## src/rtl/alu_iq_pkg.sv

```systemverilog
// Shared types and decode helpers for the ALU issue queue.
package alu_iq_pkg;

  localparam logic [6:0] OP_R     = 7'b0110011;
  localparam logic [6:0] OP_R32   = 7'b0111011;
  localparam logic [6:0] OP_I     = 7'b0010011;
  localparam logic [6:0] OP_I32   = 7'b0011011;
  localparam logic [6:0] OP_LUI   = 7'b0110111;
  localparam logic [6:0] OP_AUIPC = 7'b0010111;

  typedef struct packed {
    logic [31:0] inst;
    logic [63:0] pc;
  } iq_entry_t;

  typedef struct packed {
    logic uses_rs1;
    logic uses_rs2;
    logic writes_rd;
  } src_info_t;

  // Unknown opcodes are treated conservatively: both sources checked, no rd written.
  function automatic src_info_t decode_srcs(input logic [31:0] inst);
    src_info_t info;
    case (inst[6:0])
      OP_R, OP_R32:     info = '{uses_rs1: 1'b1, uses_rs2: 1'b1, writes_rd: 1'b1};
      OP_I, OP_I32:     info = '{uses_rs1: 1'b1, uses_rs2: 1'b0, writes_rd: 1'b1};
      OP_LUI, OP_AUIPC: info = '{uses_rs1: 1'b0, uses_rs2: 1'b0, writes_rd: 1'b1};
      default:          info = '{uses_rs1: 1'b1, uses_rs2: 1'b1, writes_rd: 1'b0};
    endcase
    return info;
  endfunction

endpackage

```

## src/rtl/iq_scoreboard.sv

```systemverilog
// Pending-destination scoreboard for the ALU issue queue.
// WB_BYPASS_EN: hazard check sees the current-cycle writeback as already cleared.
module iq_scoreboard (
  input  logic        clk,
  input  logic        reset,
  input  logic        flush,
  input  logic        set_en,
  input  logic [4:0]  set_idx,
  input  logic        clr_en,
  input  logic [4:0]  clr_idx,
  input  logic [4:0]  rs1,
  input  logic [4:0]  rs2,
  input  logic        uses_rs1,
  input  logic        uses_rs2,
  output logic        hazard,
  output logic [31:0] busy_vec
);

  logic [31:0] busy_nxt;
  logic [31:0] busy_chk;

  // NOTE: every always_comb output gets a default first so no path leaves it unassigned (no latch).
  always_comb begin
    busy_nxt = busy_vec;
    if (clr_en) busy_nxt[clr_idx] = 1'b0;
    // Set applied after clear: a newer producer of the same register stays pending.
    if (set_en) busy_nxt[set_idx] = 1'b1;
    busy_nxt[0] = 1'b0;
  end

  // NOTE: state registers use non-blocking assignment so all flops update from pre-edge values.
  always_ff @(posedge clk or posedge reset) begin
    if (reset)      busy_vec <= '0;
    else if (flush) busy_vec <= '0;
    else            busy_vec <= busy_nxt;
  end

  always_comb begin
    busy_chk = busy_vec;
`ifdef WB_BYPASS_EN
    if (clr_en) busy_chk[clr_idx] = 1'b0;
`endif
  end

  assign hazard = (uses_rs1 && busy_chk[rs1]) || (uses_rs2 && busy_chk[rs2]);

endmodule

```

## src/rtl/alu_issue_queue.sv

```systemverilog
// In-order single-issue buffer in front of the ALU pipeline with RAW-hazard gating.
// Optional WB_BYPASS_EN lets a dependent issue in its producer's writeback cycle.
module alu_issue_queue
  import alu_iq_pkg::*;
#(
  parameter int DEPTH = 8,
  parameter int CNT_W = $clog2(DEPTH + 1)
) (
  input  logic             clk,
  input  logic             reset,
  input  logic             flush,
  input  logic             in_valid,
  output logic             in_ready,
  input  logic [31:0]      in_inst,
  input  logic [63:0]      in_pc,
  output logic             iss_valid,
  input  logic             iss_ready,
  output logic [31:0]      iss_inst,
  output logic [63:0]      iss_pc,
  input  logic             wb_valid,
  input  logic [4:0]       wb_rd_indx,
  output logic [CNT_W-1:0] count,
  output logic [31:0]      busy_vec
);

  localparam int PTR_W = $clog2(DEPTH);

  iq_entry_t        mem [DEPTH];
  logic [PTR_W-1:0] wr_ptr;
  logic [PTR_W-1:0] rd_ptr;
  iq_entry_t        head;
  src_info_t        head_src;
  logic             hazard;
  logic             slot_free;
  logic             enq;
  logic             deq;

  assign in_ready  = (count < CNT_W'(DEPTH));
  assign enq       = in_valid && in_ready;
  assign head      = mem[rd_ptr];
  assign head_src  = decode_srcs(head.inst);
  assign slot_free = !iss_valid || iss_ready;
  assign deq       = (count != '0) && !hazard && slot_free;

  // NOTE: FIFO storage is not reset; pointers and count define which entries are meaningful.
  always_ff @(posedge clk) begin
    if (enq) mem[wr_ptr] <= '{inst: in_inst, pc: in_pc};
  end

  // DEPTH is a power of two, so pointer increments wrap naturally.
  always_ff @(posedge clk or posedge reset) begin
    if (reset) begin
      wr_ptr <= '0;
      rd_ptr <= '0;
      count  <= '0;
    end else if (flush) begin
      wr_ptr <= '0;
      rd_ptr <= '0;
      count  <= '0;
    end else begin
      if (enq) wr_ptr <= wr_ptr + 1'b1;
      if (deq) rd_ptr <= rd_ptr + 1'b1;
      case ({enq, deq})
        2'b10:   count <= count + 1'b1;
        2'b01:   count <= count - 1'b1;
        default: count <= count;
      endcase
    end
  end

  // Issue slot: payload only reloads on dequeue, so it holds while stalled.
  always_ff @(posedge clk or posedge reset) begin
    if (reset) begin
      iss_valid <= 1'b0;
      iss_inst  <= '0;
      iss_pc    <= '0;
    end else if (flush) begin
      iss_valid <= 1'b0;
      iss_inst  <= '0;
      iss_pc    <= '0;
    end else if (deq) begin
      iss_valid <= 1'b1;
      iss_inst  <= head.inst;
      iss_pc    <= head.pc;
    end else if (iss_ready) begin
      iss_valid <= 1'b0;
    end
  end

  iq_scoreboard u_scoreboard (
    .clk      (clk),
    .reset    (reset),
    .flush    (flush),
    .set_en   (deq && head_src.writes_rd),
    .set_idx  (head.inst[11:7]),
    .clr_en   (wb_valid),
    .clr_idx  (wb_rd_indx),
    .rs1      (head.inst[19:15]),
    .rs2      (head.inst[24:20]),
    .uses_rs1 (head_src.uses_rs1),
    .uses_rs2 (head_src.uses_rs2),
    .hazard   (hazard),
    .busy_vec (busy_vec)
  );

endmodule

```

## config.mk

```make
export PLATFORM = sky130hd
export DESIGN_NAME = alu_issue_queue
export DESIGN_NICKNAME = d
export VERILOG_FILES = /design/src/rtl/alu_iq_pkg.sv /design/src/rtl/iq_scoreboard.sv /design/src/rtl/alu_issue_queue.sv
export SDC_FILE = /design/constraint.sdc
export NUM_CORES = 1
export LEC_CHECK = 0
export BUFFER_PORTS_ARGS = -buffer_cell sky130_fd_sc_hd__buf_2
export CORE_MARGIN = 5
export CORE_UTILIZATION = 52
export CTS_CLUSTER_SIZE = 24
export DETAILED_ROUTE_END_ITERATION = 16
export HOLD_SLACK_MARGIN = 0.12
export PLACE_DENSITY = 0.7
export RECOVER_POWER = 100
export REMOVE_ABC_BUFFERS = 1
export SYNTH_ARGS = -nofsm -noshare
export SYNTH_HDL_FRONTEND = slang
export SYNTH_SLANG_ARGS = --single-unit
```

## constraint.sdc

```tcl
create_clock -name clk -period 14.6 [get_ports clk]
set_input_delay 0.73 -clock clk [delete_from_list [all_inputs] [get_ports clk]]
set_output_delay 0.73 -clock clk [all_outputs]
set_load 0.05 [all_outputs]
```

==> results of run 1 <==
==> how the worst max path moves through the flow <==
stage	from	cells after the start	slack [ns]	to
global route	rd_ptr[0]	11	4.62	u_scoreboard.busy_vec[31]
detailed placement	rd_ptr[0]	12	8.18	u_scoreboard.busy_vec[31]
CTS	rd_ptr[0]	12	8.14	u_scoreboard.busy_vec[31]
floorplan	rd_ptr[0]	13	-3.44	count[1]
global placement	rd_ptr[0]	12	8.20	u_scoreboard.busy_vec[27]
finish	rd_ptr[0]	11	5.82	u_scoreboard.busy_vec[31]
==> registers in the layout, summed over array words and instances, names as in the netlist <==
signal                 cells
count                      4
iss_pc                    64
iss_inst                  32
mem                      768
rd_ptr                     3
iss_valid                  1
wr_ptr                     3
u_scoreboard.busy_vec     31
==> layout by cell type, fill, tap and decap left out, types with 6 or more instances in the layout <==
cell,count
mux2i_1,112
nor3_1,10
nand2_1,44
clkbuf_8,8
clkbuf_16,93
nand3_1,33
mux4_2,194
dfrtp_1,135
nand3b_1,19
o21ai_0,62
nor3b_1,9
nor2b_1,31
diode_2,8
bufinv_16,9
o22ai_1,6
buf_2,9
nor2_1,126
clkinv_2,13
clkbuf_1,265
a211oi_1,86
inv_1,11
buf_4,9
mux2_2,15
clkinv_1,18
edfxtp_1,768
nand2b_1,15
a21oi_1,9
==> area by class of cell <==
| cell class | count | area, um2 |
|---|---|---|
| fillers | 4970 | 27190 |
| flip-flops and latches | 906 | 26530 |
| multi-input cells | 832 | 8571 |
| clock buffers | 123 | 2520 |
| well taps | 873 | 1092 |
| repair buffers | 263 | 1056 |
| clock inverters | 49 | 495.5 |
| inverters | 12 | 46.29 |
| diodes | 8 | 20.02 |
==> worst reg2reg max path: cells and delay by family, from the launching register on <==
family | cells | cell delay, ns
muxes | 1 | 0.83
and+or+nand+nor | 3 | 1.11
buffers and inverters | 3 | 4.55
DFF | 1 | 1.09
AOI/OAI and AO/OA | 4 | 1.11
==> power by group <==
group	switching, mW	leakage (nW)	internal [mW]
logic	1.36	2.53	0.630
registers	0.166	8.82	3.09
clock network	0.943	1.48	1.37
total	2.47	12.8	5.09
==> layer usage <==
metal	GRT usage	wire length [um]	up-vias
met5	0	162	-
met4	0.05927	1777	24
met3	0.04945	6053	145
met2	0.3530	39070	662
met1	0.2935	32240	9752
li1	-	-	8019
==> cell families after synthesis <==
| kind of cell | synth area share |
|---|---|
| and+or+nand+nor | 0.04186 |
| DFF | 0.7454 |
| xor gates and xnor gates | 0.001618 |
| other | 0.0001054 |
| adders and majority gates | 0.001970 |
| muxes | 0.1591 |
| AOI/OAI and AO/OA | 0.03627 |
| buffers and inverters | 0.01368 |
==> metrics by stage <==
| step | area [um2] | power, mW | cells | util |
|---|---|---|---|---|
| CTS | 40760 | 7.672 | 3058 | 0.6037 |
| global route | 40310 | 7.921 | 3061 | 0.5971 |
| global placement | 37740 | 5.303 | 2886 | 0.5590 |
| floorplan | 35130 | 5.052 | 1750 | - |
| finish | 40330 | 7.561 | 3066 | 0.5973 |
| detailed placement | 37740 | 5.347 | 2886 | 0.5590 |
==> summary.txt, run 1 <==
Setup ws final: 5.823 ns
Routed WL: 79.31 mm
Clock sinks: 906
Hold EP: iss_valid
Synth cell types: 59
Avg WL per Cell: 25.87 um
Die area: 73740 um2
Post-detail-place hpwl: 42.64 mm
Main synth FF type: edfxtp_1
Crit path largest cell delay: 2.97 ns
ANT nets after route: 0
Final setup TNS: 0 ns
Final Max Tran Viols: 965
Post-synthesis sequential area ratio: 0.7454
Die Width: 271.5 um
CP Cell Sequence: buf_4 -> clkbuf_1 -> mux4_2 -> and4b_1 -> a21oi_1 -> nor3_1 -> a31oi_1 -> a221oi_1 -> buf_12 -> nand3_1 -> o21ai_0
Cell count of the worst reg-to-reg path: 11
EDFF count, synth: 768
Grt total ovfl: 0
Initial Util: 0.5269
Final worst hold slack: 0.4168 ns
Hold path cells: 4
Initial antenna violation count: 22
Pre-antenna DRT Iters: 5
RR Startpoint: rd_ptr[0]
CTS tree: built
Top cell type by total area after synthesis: edfxtp_1
Syn Inst Count: 1852
Minimum clock period: 8.777 ns
Status: finished, violations left
Final net count: 2218
Worst path slowest cell: clkbuf_1
First-pass GRT wire length: 120.7 mm
RSZ-0062 raised after global routing: false
Layout Skew: 0.02530 ns
Share of layout cells above drive strength 1: 0.1689
R2R Path End: u_scoreboard.busy_vec[31]
Hold Vio Cnt, Final: 0
Ranking of synthesized cells by area: edfxtp_1 (65%), mux4_2 (12%), dfrtp_1 (9.7%)
Worst Path Class, Setup: flip-flop to flip-flop
Mapped cell area: 35570 um2
Worst slack, placed: 8.175 ns
Slew margin rel.: -3.861
Total GRT Usage: 0.2145
Via count: 18602
FF-to-FF setup slack: 5.82 ns
Leak Pwr: 12.83 nW
H-tree levels: 3
Largest net degree at the start of global routing: 202
Die H: 271.5 um
Area growth, synth to finish: 13.37%
DRC: 0
Delay-heaviest family, CP: buffers and inverters
Worst skew pair latency: 0.63 ns
Top cell type's share of synthesized area: 0.6483
Fmax: 0.1139 GHz
Worst hold path class: primary input to flip-flop
Worst Tran Pin Value: 7.292 ns
Fraction of synthesis flops using an asynchronous set or reset pin: 0.1523
Period utilization: 0.6012
Row count: 95
CTS root buf: clkbuf_16
Buf/Inv on CP: 3
Setup Buffers After CTS: 0
Mean post-synth cell area: 19.21 um2
Most frequent cell after synthesis: edfxtp_1
Power per standard cell area: 187.5 nW/um2
Type of origin of the critical path: flip-flop
1st-iter DRT viols: 1516
Vias in the first global route: 19534
Max FO, Critical Path: 201
Cts hold-fix bufs: 0
Maximum buffer depth of the clock tree: 3
Core box area: 67510 um2
Clock buffer count from CTS: 91
Synth warnings: 0
CTS resizes: 0
Top cells by count, synth: edfxtp_1 (768), mux4_2 (194), dfrtp_1 (138)
Max rail drop VDD: 257.9 uV
CTS clk-pin slew, worst paths: 0.06 ns
Max-Cap Viols: 15
Failing checks: max-capacitance violations, max-slew violations
GPL Wtd Cong: 0.9104
Io pins: 241
Hold Startpoint: iss_ready
Worst EP arrival: 9.31 ns
IO buf count: 239
CP endpoint kind: flip-flop
Critical Path RT: 15.13 ns
Yosys reg bits: 906
Via density: 6.067
Setup violators final: 0
Note: power is estimated with default switching activity, not from simulation.
==> run 2, diff against run 1 <==
--- a/config.mk
+++ b/config.mk
@@ -5,6 +5,7 @@
 export SDC_FILE = /design/constraint.sdc
 export NUM_CORES = 1
 export LEC_CHECK = 0
+export ABC_AREA = 1
 export BUFFER_PORTS_ARGS = -buffer_cell sky130_fd_sc_hd__buf_2
 export CORE_MARGIN = 5
 export CORE_UTILIZATION = 52
==> constraint.sdc (replaced) <==
create_clock -name clk -period 8.35 [get_ports clk]
set_input_delay 0.4175 -clock clk [delete_from_list [all_inputs] [get_ports clk]]
set_output_delay 0.4175 -clock clk [all_outputs]
set_load 0.05 [all_outputs]
==> run 2 against run 1 <==
  * The run still ends with max-capacitance violations, max-slew violations left
  * Count of clock-buffer cells in the layout rose by 4
  * Clock skew decreased by 0.0017 ns
  * Die area up 0.69%
  * First-iteration DRC count rose by 75%
  * Cell count rose by 32%
  * Core utilization about the same
  * Largest cell class unchanged
  * Routed wire length grew 16%
  * Clock power increased by 69%
==> summary.txt, run 2 <==
Top sig layer: met5 (unchanged)
Worst skew pair latency: 0.64 ns (was 0.63 ns)
Grt total ovfl: 0 (unchanged)
Mapped cell area: 35820 um2 (was 35570 um2)
Via density: 5.974 (was 6.067)
Worst hold path class: primary input to flip-flop (unchanged)
Clock sinks: 906 (unchanged)
Number of fill cells: 5388 (was 4970)
Minimum clock period: 6.677 ns (was 8.777 ns)
DRT met1 WL: 38.04 mm (was 32.24 mm)
Share of layout cells above drive strength 1: 0.06357 (was 0.1689)
Worst EP arrival: 6.90 ns (was 9.31 ns)
Syn Inst Count: 2799 (was 1852)
Post-route cell area: 40920 um2 (was 40330 um2)
GPL Wtd Cong: 0.9085 (was 0.9104)
Period utilization: 0.7996 (was 0.6012)
IO buf count: 239 (unchanged)
Main synth FF type: edfxtp_1 (unchanged)
Die H: 272.5 um (was 271.5 um)
Max FO, Critical Path: 45 (was 201)
Initial antenna violation count: 12 (was 22)
Total GRT Usage: 0.2411 (was 0.2145)
1st-iter DRT viols: 2647 (was 1516)
Top cells by count, synth: edfxtp_1 (768), o21ai_0 (470), nor2_1 (422) (was edfxtp_1 (768), mux4_2 (194), dfrtp_1 (138))
Io pins: 241 (unchanged)
Area growth, synth to finish: 14.23% (was 13.37%)
First-pass GRT wire length: 139.8 mm (was 120.7 mm)
Post-layout util: 0.5977 (was 0.5973)
CTS tree: built (unchanged)
Pre-antenna DRT Iters: 6 (was 5)
Clock buffer count from CTS: 91 (unchanged)
Cts hold-fix bufs: 98 (was 0)
Power per standard cell area: 313.9 nW/um2 (was 187.5 nW/um2)
Synth warnings: 0 (unchanged)
Die area: 74240 um2 (was 73740 um2)
Placed Cells incl. Taps: 3760 (was 2886)
Yosys reg bits: 906 (unchanged)
RSZ-0062 raised after global routing: false (unchanged)
Max-Cap Viols: 16 (was 15)
H-tree levels: 3 (unchanged)
Failing checks: max-capacitance violations, max-slew violations (unchanged)
Post-placement cell area: 37540 um2 (was 37740 um2)
Mean post-synth cell area: 12.80 um2 (was 19.21 um2)
Worst Tran Pin Value: 6.105 ns (was 7.292 ns)
Avg WL per Cell: 22.69 um (was 25.87 um)
Fraction of synthesis flops using an asynchronous set or reset pin: 0.1523 (unchanged)
Metal3 WL: 7.552 mm (was 6.053 mm)
Largest Register: mem (unchanged)
Layout Skew: 0.02363 ns (was 0.02530 ns)
Cell Count, Final, Fillers Out: 4039 (was 3066)
Synth cell types: 40 (was 59)
Met2 WL post-DR: 43.32 mm (was 39.07 mm)
Hold Vio Cnt, Final: 0 (unchanged)
Type of origin of the critical path: flip-flop (unchanged)
Top cell type's share of synthesized area: 0.6438 (was 0.6483)
Final net count: 3181 (was 2218)
CP endpoint kind: flip-flop (unchanged)
CTS resizes: 0 (unchanged)
CTS root buf: clkbuf_16 (unchanged)
Largest regs: mem: 768 flops, iss_pc: 64 flops, iss_inst: 32 flops (unchanged)
Final Max Tran Viols: 808 (was 965)
Status: finished, violations left (unchanged)
Post-synthesis sequential area ratio: 0.7402 (was 0.7454)
Ranking of synthesized cells by area: edfxtp_1 (64%), dfrtp_1 (9.6%), o21ai_0 (6.6%) (was edfxtp_1 (65%), mux4_2 (12%), dfrtp_1 (9.7%))
Most common cell after layout, fill and taps aside: edfxtp_1 (unchanged)
Routed WL: 91.63 mm (was 79.31 mm)
Critical Path RT: 8.58 ns (was 15.13 ns)
Largest net degree at the start of global routing: 270 (was 202)
Largest register FFs: 768 (unchanged)
Slew margin rel.: -3.070 (was -3.861)
Die Width: 272.5 um (was 271.5 um)
Setup violators final: 0 (unchanged)
Via count: 24128 (was 18602)
Core box area: 68470 um2 (was 67510 um2)
Fmax: 0.1498 GHz (was 0.1139 GHz)
EDFF count, synth: 768 (unchanged)
Vias in the first global route: 23900 (was 19534)
Worst Path Class, Setup: flip-flop to flip-flop (unchanged)
CTS clk-pin slew, worst paths: 0.06 ns (about the same)
ANT nets after route: 0 (unchanged)
Final setup TNS: 0 ns (unchanged)
Most frequent cells in the layout: edfxtp_1 (768), o21ai_0 (552), nor2_1 (417) (was edfxtp_1 (768), clkbuf_1 (265), mux4_2 (194))
Initial Util: 0.5232 (was 0.5269)
Leak Pwr: 14.11 nW (was 12.83 nW)
Setup Buffers After CTS: 0 (unchanged)
Maximum buffer depth of the clock tree: 3 (unchanged)
Post-detail-place hpwl: 47.91 mm (was 42.64 mm)
Row count: 96 (was 95)
Top cell type by total area after synthesis: edfxtp_1 (unchanged)
Max rail drop VDD: 249.9 uV (was 257.9 uV)
Most frequent cell after synthesis: edfxtp_1 (unchanged)
DRC: 0 (unchanged)
==> run 2: worst paths after layout <==
path / from / endpoint / slack, ns / depth (start not counted)
max: count[3] / mem[2][69] / 1.67 / 5
min: in_valid / count[3] / 0.24 / 6
max reg2reg: count[3] / mem[2][69] / 1.67 / 5
min reg2reg: iss_inst[15] / iss_inst[15] / 0.48 / 2
max in group asynchronous: reset / rd_ptr[1] / 4.38 / 4
min in group asynchronous: reset / iss_pc[60] / 1.58 / 3
==> run 2: cells by family (layout without fill, tap and decap cells) <==
group	count (synthesis)	after routing	synth area share
AND/OR/NAND/NOR	842	842	0.09629
AO/OA/AOI/OAI	798	798	0.1291
adder cells (fa/ha/maj)	5	5	0.001956
multiplexers	1	1	0.0002794
XOR/XNOR	1	1	0.0002445
other	1	12	0.0001047
flip-flops	906	906	0.7402
buffers and inverters	245	592	0.03189
==> run 2: metrics by stage <==
step           total power [mW]  hold slack (ns)  setup slack [ns]
2_1_floorplan             8.051           0.4806            -4.175
3_3_place_gp              9.008           0.4643             3.033
3_5_place_dp              9.087           0.4656             2.911
4_1_cts                   13.03           0.2034             2.894
5_1_grt                   13.39           0.2699             1.322
6_report                  12.85           0.2425             1.673
==> run 2: layout make-up <==
| type | count | area (um2) | share of cell area |
|---|---|---|---|
| tap | 882 | 1104 | 0.02697 |
| antenna | 11 | 27.53 | 0.0006727 |
| timing repair buffer | 362 | 2067 | 0.05051 |
| multi-input combinational | 1648 | 8035 | 0.1964 |
| inverter | 60 | 251.5 | 0.006146 |
| clock buffer | 127 | 2562 | 0.06262 |
| sequential | 906 | 26520 | 0.6481 |
| clock inverter | 43 | 351.6 | 0.008592 |
==> run 2: metal layers <==
layer,vias up,track usage
met4,4,0.08085
met2,1075,0.3832
met5,-,0
met1,12029,0.3390
li1,10847,-
met3,173,0.04757
==> run 2: worst max-delay path, cell delays in order (launching register included) <==
cell,delay [ns]
dfrtp_1,0.45
nor2_1,0.29
nand2_1,0.26
nor2_1,1.80
clkbuf_1,1.98
clkbuf_2,1.45
==> run 2: where the power goes <==
part           internal, mW  total, mW  switching, mW  leakage, nW
logic                 0.629       3.10           2.47         3.82
registers              5.53       5.82          0.291         8.87
clock network          2.25       3.92           1.68         1.41
